[config.mk]
export PLATFORM = sky130hd
export DESIGN_NAME = serial_subtractor
export DESIGN_NICKNAME = d
export VERILOG_FILES = /design/src/rtl/serial_sub_pkg.sv /design/src/rtl/full_subtractor.sv /design/src/rtl/serial_subtractor.sv
export SDC_FILE = /design/constraint.sdc
export NUM_CORES = 1
export LEC_CHECK = 0
export BUFFER_PORTS_ARGS = -buffer_cell sky130_fd_sc_hd__buf_2
export CAP_MARGIN = 15
export CORE_MARGIN = 2
export CORE_UTILIZATION = 55
export CTS_CLUSTER_DIAMETER = 80
export DETAILED_ROUTE_END_ITERATION = 10
export MAX_ROUTING_LAYER = met4
export PLACE_DENSITY = 0.81
export SLEW_MARGIN = 20
export SYNTH_ARGS = -nofsm -noshare
export SYNTH_HDL_FRONTEND = slang
export SYNTH_SLANG_ARGS = --single-unit
[constraint.sdc]
create_clock -name clk -period 4.2 [get_ports clk]
set_input_delay 0.84 -clock clk [delete_from_list [all_inputs] [get_ports clk]]
set_output_delay 0.84 -clock clk [all_outputs]
set_load 0.01 [all_outputs]
[src/rtl/serial_sub_pkg.sv]
// Shared types and constants for the bit-serial subtractor: FSM state encoding,
// default operand width and signed saturation limits.
package serial_sub_pkg;

  typedef enum logic [1:0] {
    IDLE  = 2'd0,
    SHIFT = 2'd1,
    DONE  = 2'd2
  } state_t;

  localparam int DEFAULT_WIDTH = 8;

  // Limits are built at 64 bits and truncated to the operand width by the caller.
  function automatic logic [63:0] signed_min(input int unsigned w);
    return 64'(1) << (w - 1);
  endfunction

  function automatic logic [63:0] signed_max(input int unsigned w);
    return signed_min(w) - 64'(1);
  endfunction

endpackage

[src/rtl/full_subtractor.sv]
// One-bit combinational full subtractor cell (X - Y - B_in), gate-style like
// the companion adder cell.
module full_subtractor (
  input  logic X,
  input  logic Y,
  input  logic B_in,
  output logic Dif,
  output logic B_out
);

  logic xy_x;
  logic nx_and_y;
  logic eq_and_bin;

  assign xy_x       = X ^ Y;
  assign Dif        = xy_x ^ B_in;
  assign nx_and_y   = ~X & Y;
  assign eq_and_bin = ~xy_x & B_in;
  assign B_out      = nx_and_y | eq_and_bin;

endmodule

[src/rtl/serial_subtractor.sv]
// Bit-serial two's-complement subtractor D = A - B, LSB first, one bit per cycle,
// with valid/ready handshakes. Define SERIAL_SUB_SAT_EN to saturate D on overflow.
module serial_subtractor
  import serial_sub_pkg::*;
#(
  parameter int WIDTH = DEFAULT_WIDTH
) (
  input  logic             clk,
  input  logic             rst,
  input  logic             in_valid,
  output logic             in_ready,
  input  logic [WIDTH-1:0] A,
  input  logic [WIDTH-1:0] B,
  output logic             out_valid,
  input  logic             out_ready,
  output logic [WIDTH-1:0] D,
  output logic             BORROW,
  output logic             OVF
);

  localparam int CNT_W = $clog2(WIDTH);

  state_t           state;
  state_t           state_next;

  logic [WIDTH-1:0] a_q;
  logic [WIDTH-1:0] b_q;
  logic [WIDTH-1:0] res_q;
  logic [CNT_W-1:0] cnt_q;
  logic             bin_q;
  logic             sign_a_q;
  logic             sign_b_q;
  logic             ovf_q;

  logic             diff;
  logic             bout;
  logic             accept;
  logic             last_bit;
  logic [WIDTH-1:0] res_shift;
  logic             ovf_calc;

`ifdef SERIAL_SUB_SAT_EN
  localparam logic [WIDTH-1:0] SAT_MIN = WIDTH'(signed_min(WIDTH));
  localparam logic [WIDTH-1:0] SAT_MAX = WIDTH'(signed_max(WIDTH));
`endif

  full_subtractor u_cell (
    .X    (a_q[0]),
    .Y    (b_q[0]),
    .B_in (bin_q),
    .Dif  (diff),
    .B_out(bout)
  );

  assign accept    = (state == IDLE) && in_valid;
  assign last_bit  = (state == SHIFT) && (cnt_q == CNT_W'(WIDTH - 1));

  // The bit computed this cycle becomes the MSB of the result on the final shift,
  // so overflow is judged against diff rather than the not-yet-updated register.
  assign res_shift = {diff, res_q[WIDTH-1:1]};
  assign ovf_calc  = (sign_a_q != sign_b_q) && (diff != sign_a_q);

  // NOTE: sequential state is written with non-blocking assignments so every
  // register samples the pre-edge values of the others.
  always_ff @(posedge clk) begin
    if (rst) begin
      state <= IDLE;
    end else begin
      state <= state_next;
    end
  end

  // NOTE: every output of this block gets a default first, so no path leaves a
  // signal unassigned and no latch is inferred.
  always_comb begin
    state_next = state;
    in_ready   = 1'b0;
    out_valid  = 1'b0;
    case (state)
      IDLE: begin
        in_ready = 1'b1;
        if (in_valid) begin
          state_next = SHIFT;
        end
      end
      SHIFT: begin
        if (cnt_q == CNT_W'(WIDTH - 1)) begin
          state_next = DONE;
        end
      end
      DONE: begin
        out_valid = 1'b1;
        if (out_ready) begin
          state_next = IDLE;
        end
      end
      default: begin
        state_next = IDLE;
      end
    endcase
  end

  always_ff @(posedge clk) begin
    if (rst) begin
      a_q      <= '0;
      b_q      <= '0;
      res_q    <= '0;
      cnt_q    <= '0;
      bin_q    <= 1'b0;
      sign_a_q <= 1'b0;
      sign_b_q <= 1'b0;
      ovf_q    <= 1'b0;
    end else if (accept) begin
      a_q      <= A;
      b_q      <= B;
      cnt_q    <= '0;
      bin_q    <= 1'b0;
      sign_a_q <= A[WIDTH-1];
      sign_b_q <= B[WIDTH-1];
    end else if (state == SHIFT) begin
      a_q   <= a_q >> 1;
      b_q   <= b_q >> 1;
      bin_q <= bout;
      cnt_q <= cnt_q + CNT_W'(1);
      res_q <= res_shift;
      if (last_bit) begin
        ovf_q <= ovf_calc;
`ifdef SERIAL_SUB_SAT_EN
        if (ovf_calc) begin
          res_q <= sign_a_q ? SAT_MIN : SAT_MAX;
        end
`endif
      end
    end
  end

  // Nothing above updates in DONE, so the outputs stay frozen while stalled.
  assign D      = res_q;
  assign BORROW = bin_q;
  assign OVF    = ovf_q;

endmodule
==> metrics.md, run 1 <==
| Metric | Value |
|---|---|
| Outcome | `completed` |
| Maxcap violations | `0` |
| Initial DRT Pass Iterations | `4` |
| Htree depth | `2` |
| CTS Root Cell | `clkbuf_4` |
| DIE HEIGHT | `55.9 µm` |
| Final Cycle Share | `50.3%` |
| Reg2Reg Depth | `3` |
| Netlist cell types | `30` |
| Area grow syn2layout | `11.1%` |
| Power per cell area | `373 nW/µm²` |
| Ant diodes | `0` |
| Setup crit start | `state[1]` |
| Clock Sinks | `33` |
| Hold depth | `2` |
| CTS tree | `built` |
| Worst-path clk slew | `0.09 ns` |
| Syn Area/Cell | `8.72 µm²` |
| Reg2Reg Setup Slack | `2.30 ns` |
| Core footprint | `~2500 µm²` |
| Syn Nets | `~190` |
| CP Max Fanout | `11` |
| Max-Slew Margin vs Limit | `35.6%` |
| I/O Pins | `32` |
| Die width | `approximately 56 µm` |
| Critical path's slowest cell | `dfxtp_1` |
| RSZ-0062 raised after global routing | `false` |
| CP max stage delay | `0.56 ns` |
| Mapped Cells | `between 150 and 200` |
| Worst slack, placed | `2.07 ns` |
| Critical path capture point type | `output port` |
| Clock power frac | `29.2%` |
| Crit path launch type | `flop` |
| Placed cell count | `around 220` |
| CTS max path bufs | `2` |
| Initial antenna violation count | `0` |
| Cell area after synthesis | `1480 µm²` |
| Pleak | `0.668 nW` |
| Final hold vios | `0` |
| Post_cts resized | `0` |
| # setup viols final | `0` |
| Setup bufs post-CTS | `0` |
| Final net count | `~220` |
| Fin worst setup slack | `2.09 ns` |
| Clk Latency, worst-skew pair | `roughly 0.34 ns` |
| Starting Density | `58.8%` |
| Largest net degree at the start of global routing | `34` |
| Port bufs | `31` |
| Post-route ant nets | `0` |
| Final std cells w/o fill | `about 230` |
| Fin. max-slew vios | `0` |
| Layout cell share with drive strength beyond 1 | `27.7%` |
| Sequential share of power | `56.0%` |
| WP data required | `3.36 ns` |
| Critical R2R Launch | `state[1]` |
| Worst path cell trace | `nor2b_1 -> buf_2` |
| Ys Warns | `0` |
| Hold EP | `D[0]` |
| Clock skew | `0.00583 ns` |
| P_int | `0.449 mW` |
| Hold slack | `0.460 ns` |
| Hold Path Class | `reg2reg` |
| Vias per cell | `5.39` |
| GP Congestion | `0.758` |
| Hold-fix buffers, CTS | `0` |
| Tmin final | `2.11 ns` |
| VDD IR max | `between 200 and 250 µV` |
| Vias in the first global route | `1,157` |
| Most frequent cells in the layout | `33 x dfxtp_1, 33 x nand2_1, 31 x buf_2` |
| Iteration-0 DRC Markers | `25` |
| First-pass GRT wire length | `4910 µm` |
| CP arrival | `roughly 1.3 ns` |
| Pin slew with the least headroom to its limit | `0.966 ns` |
| Min-delay src | `D[0]` |
| Critical path class | `reg2out` |
| Psw | `around 0.17 mW` |
| Global Route Usage Sum | `20.6%` |
| Yosys reg bits | `33` |
| Fmax | `approximately 0.47 GHz` |
| Post-synthesis sequential area ratio | `between 40% and 50%` |
| Logic pwr share | `14.8%` |
| Routed wire length | `2820 µm` |
| GRT overflow | `0` |
| R2R Path End | `a_q[5]` |
| Wire per inst | `12.5 µm` |
| Layout Utilization | `roughly 65%` |
| Die area | `3130 µm²` |
| Cts bufs inserted | `5` |
| Via count of the routed design | `1,212` |
| Post-DP HPWL | `between 1500 and 2000 µm` |
| # rows | `18` |
| Setup TNS | `0 ns` |
| Sw frac | `about 27%` |
| Residual DRC | `0` |
worst max path at each step:
stage / endpoint / cells past startpoint
6_report: out_valid / 2
5_1_grt: out_valid / 2
4_1_cts: out_valid / 2
3_5_place_dp: a_q[3] / 4
3_3_place_gp: b_q[1] / 4
2_1_floorplan: b_q[2] / 5
power by group through the flow:
stage	Clock, mW	Sequential (mW)	Combinational, mW
floorplan	0	0.348	0.0757
global placement	0	0.350	0.0884
detailed placement	0	0.351	0.0916
CTS	0.185	0.344	0.0920
global route	0.200	0.346	0.103
finish	0.179	0.344	0.0911
flip-flops by register name (all words and copies together), names as in the netlist:
signal,cells
BORROW,1
D,8
OVF,1
a_q,8
b_q,8
cnt_q,3
sign_a_q,1
sign_b_q,1
state,2
per-layer routing:
metal | track usage (%) | up-vias | share of wire, %
met5 | - | - | 0
met2 | 33.7 | 21 | 47
met4 | 8.16 | 0 | 2.0
met1 | 23.2 | 563 | 47
li1 | - | 621 | -
met3 | 6.98 | 7 | 4.5
kinds of logic (layout without fill, tap and decap cells):
kind of cell             Yosys count  count (layout)  synth area share (%)
AND/OR/NAND/NOR                   68              68                  21.3
adder cells (fa/ha/maj)            3               3                  3.04
multiplexers                       2               2                  1.35
flip-flops                        33              33                  44.6
AO/OA/AOI/OAI                     46              46                  22.3
buffers and inverters             17              42                  6.83
XOR/XNOR                           1               1                 0.591
cell type report:
cell class	count	area, µm²
Clock buffer	7	55.1
Fill cell	220	875
Inverter	3	11.3
Multi-Input combinational cell	120	721
Sequential cell	33	661
Tap cell	30	37.5
Timing Repair Buffer	32	163
cell usage after synthesis:
cell | instances | area, µm²
buf_4 | 3 | 22.5
nand2b_1 | 4 | 25.0
clkbuf_1 | 5 | 18.8
or3b_1 | 1 | 8.76
a21oi_2 | 5 | 43.8
a21oi_1 | 23 | 115
buf_6 | 3 | 33.8
xnor2_1 | 1 | 8.76
o21a_1 | 1 | 7.51
nor3_1 | 5 | 25.0
nor2b_1 | 2 | 12.5
fa_1 | 1 | 20.0
buf_2 | 2 | 10.0
a22oi_1 | 1 | 7.51
a211oi_2 | 5 | 62.6
inv_1 | 3 | 11.3
mux2i_1 | 2 | 20.0
ha_1 | 2 | 25.0
o21ba_2 | 1 | 10.0
a311oi_1 | 1 | 8.76
or3b_2 | 3 | 26.3
clkbuf_2 | 1 | 5.00
a2111oi_2 | 1 | 15.0
nor2_1 | 18 | 67.6
a211oi_1 | 7 | 52.6
and3b_1 | 1 | 8.76
nor3b_4 | 1 | 18.8
o21bai_1 | 1 | 7.51
dfxtp_1 | 33 | 661
nand2_1 | 33 | 124
worst max-delay path, delay by kind of cell, from the launching register on:
family        cells  cell delay [ns]
flops             1             0.56
buf+inv           1             0.15
simple gates      1             0.23
metrics by stage:
| stage | area, µm² | power (mW) |
|---|---|---|
| 6_report | 1650 | 0.614 |
| 5_1_grt | 1650 | 0.649 |
| 4_1_cts | 1650 | 0.621 |
| 3_5_place_dp | 1590 | 0.443 |
| 3_3_place_gp | 1590 | 0.439 |
| 2_1_floorplan | 1480 | 0.423 |
Power figures use the tool's default switching activity.
==> run 2: changes to the inputs <==
--- a/config.mk
+++ b/config.mk
@@ -8,11 +8,11 @@
 export BUFFER_PORTS_ARGS = -buffer_cell sky130_fd_sc_hd__buf_2
 export CAP_MARGIN = 15
 export CORE_MARGIN = 2
-export CORE_UTILIZATION = 55
+export CORE_UTILIZATION = 53
 export CTS_CLUSTER_DIAMETER = 80
 export DETAILED_ROUTE_END_ITERATION = 10
 export MAX_ROUTING_LAYER = met4
-export PLACE_DENSITY = 0.81
+export PLACE_DENSITY = 0.78
 export SLEW_MARGIN = 20
 export SYNTH_ARGS = -nofsm -noshare
 export SYNTH_HDL_FRONTEND = slang
==> constraint.sdc (replaced) <==
create_clock -name clk -period 2.04 [get_ports clk]
set_input_delay 0.408 -clock clk [delete_from_list [all_inputs] [get_ports clk]]
set_output_delay 0.408 -clock clk [all_outputs]
set_load 0.01 [all_outputs]
==> metrics.md, run 2 (synthesized netlist as in run 1, its figures left out) <==
| Metric | Value |
|---|---|
| Clock power frac | `36.4% (+7.2 points)` |
| Cts bufs inserted | `5 (unchanged)` |
| Fmax | `0.574 GHz` |
| Final Cycle Share | `85.4%` |
| Post-route ant nets | `0 (unchanged)` |
| Most frequent cells in the layout | `33 x dfxtp_1, 33 x nand2_1, 31 x buf_2` |
| RSZ-0062 raised after global routing | `false` |
| Register area | `661 µm² (unchanged)` |
| Maxcap violations | `0 (unchanged)` |
| Placed cell count | `221 (+1.4%)` |
| Post_cts resized | `0 (unchanged)` |
| Outcome | `completed` |
| Routed wire length | `3040 µm (+7.9%)` |
| Area grow syn2layout | `14.5%` |
| CP arrival | `2.00 ns (+0.73 ns)` |
| Iteration-0 DRC Markers | `50 (+100%)` |
| Final net count | `220 (+0.92%)` |
| Max-Slew Margin vs Limit | `54.2% (+19 points)` |
| Initial antenna violation count | `0 (unchanged)` |
| Pleak | `0.691 nW (+3.4%)` |
| Psw | `0.366 mW (+120%)` |
| CP Max Fanout | `15 (+4)` |
| WP data required | `2.30 ns (-1.06 ns)` |
| Final hold vios | `0 (unchanged)` |
| Fin worst setup slack | `0.299 ns (-1.79 ns)` |
| Initial DRT Pass Iterations | `4 (unchanged)` |
| Worst-path clk slew | `0.11 ns (+0.02 ns)` |
| Setup TNS | `0 ns (unchanged)` |
| Hold slack | `0.331 ns (-0.129 ns)` |
| Critical path class | `reg2reg` |
| Starting Density | `54.7% (-4.1 points)` |
| Fin. max-slew vios | `0 (unchanged)` |
| Die area | `3240 µm² (+3.5%)` |
| Power per cell area | `838 nW/µm² (+120%)` |
| Sw frac | `25.7% (-1.2 points)` |
| # rows | `19 (+1)` |
| Vias in the first global route | `1,211 (+4.7%)` |
| Worst slack, placed | `0.351 ns (-1.72 ns)` |
| Ant diodes | `0 (unchanged)` |
| Sequential share of power | `49.8% (-6.2 points)` |
| P_int | `1.06 mW (+140%)` |
| Residual DRC | `0 (unchanged)` |
| # setup viols final | `0 (unchanged)` |
| Filler cells | `246 (+12%)` |
| Htree depth | `2 (unchanged)` |
| Pin slew with the least headroom to its limit | `0.688 ns (-0.279 ns)` |
| Largest net degree at the start of global routing | `34 (unchanged)` |
| Critical path capture point type | `flop` |
| Via count of the routed design | `1,243 (+2.6%)` |
| CTS tree | `built` |
| Post-DP HPWL | `2080 µm (+11%)` |
| Vias per cell | `5.43 (+0.77%)` |
| Clock Sinks | `33 (unchanged)` |
| Layout Utilization | `62.6% (-2.7 points)` |
| CTS Root Cell | `clkbuf_4` |
| Final std cells w/o fill | `229 (+1.8%)` |
| Core footprint | `2710 µm² (+7.4%)` |
| Crit path launch type | `flop` |
| GP Congestion | `0.818 (+7.9%)` |
| First-pass GRT wire length | `5080 µm (+3.5%)` |
| Clk Latency, worst-skew pair | `0.33 ns (about the same)` |
| VDD IR max | `629 µV (+160%)` |
| Global Route Usage Sum | `21.2% (+0.66 points)` |
| Area of the multi-input gates | `721 µm² (unchanged)` |
| Wire per inst | `13.3 µm (+6.0%)` |
| I/O Pins | `32 (unchanged)` |
| DIE HEIGHT | `56.9 µm (+1.7%)` |
| Tmin final | `1.74 ns` |
| Layout cell share with drive strength beyond 1 | `29.3% (+1.6 points)` |
| Logic pwr share | `13.8% (-1.0 points)` |
| Port bufs | `31 (unchanged)` |
| GRT overflow | `0 (unchanged)` |
| Setup bufs post-CTS | `0 (unchanged)` |
| Hold Path Class | `in2reg` |
| Die width | `56.9 µm (+1.7%)` |
| Hold-fix buffers, CTS | `0 (unchanged)` |
| Clock skew | `0.00722 ns (+0.00139 ns)` |
| CTS max path bufs | `2 (unchanged)` |
==> run 2: changes by cell type in the layout (fill, tap and decap cells not counted), sizes merged <==
cell / delta
clkinvlp: +1
bufinv: +1
clkbuf: -1
buf: +2
==> run 2: layout make-up <==
class | count | area share (%)
timing repair buffer | 34 | 10.5
inverter | 3 | 0.663
clock inverter | 2 | 2.21
clock buffer | 6 | 3.02
tap | 31 | 2.28
sequential | 33 | 38.9
multi-input combinational | 120 | 42.4
==> run 2: routing by layer <==
metal	track usage, %	wire, µm
met1	22.3	1310
met2	35.5	1550
met3	8.29	136
met4	8.64	45
met5	-	0
==> run 2: per-stage QoR <==
stage	area, µm²	power [mW]
after floorplan	1480	0.872
after global placement	1610	0.911
after detailed placement	1610	0.921
after CTS	1700	1.44
after global routing	1700	1.49
final	1700	1.42
==> run 2: final timing paths <==
| kind | start | to | slack [ns] | depth (start not counted) |
|---|---|---|---|---|
| max | state[1] | D[7] | 0.30 | 4 |
| min | B[7] | b_q[7] | 0.33 | 3 |
| max reg2reg | state[1] | D[7] | 0.30 | 4 |
| min reg2reg | D[0] | D[0] | 0.46 | 2 |
==> run 2: power by group through the flow <==
| stage | sequential, mW | combinational (mW) | clock [mW] |
|---|---|---|---|
| floorplan | 0.716 | 0.156 | 0 |
| global placement | 0.721 | 0.189 | 0 |
| detailed placement | 0.723 | 0.198 | 0 |
| CTS | 0.709 | 0.199 | 0.531 |
| global route | 0.714 | 0.219 | 0.559 |
| finish | 0.709 | 0.197 | 0.517 |
==> run 2: critical path, cell delays in order (launching register included) <==
cell	delay, ns
dfxtp_1	0.54
nand2b_1	0.61
buf_4	0.27
nand2_1	0.07
a21oi_1	0.17
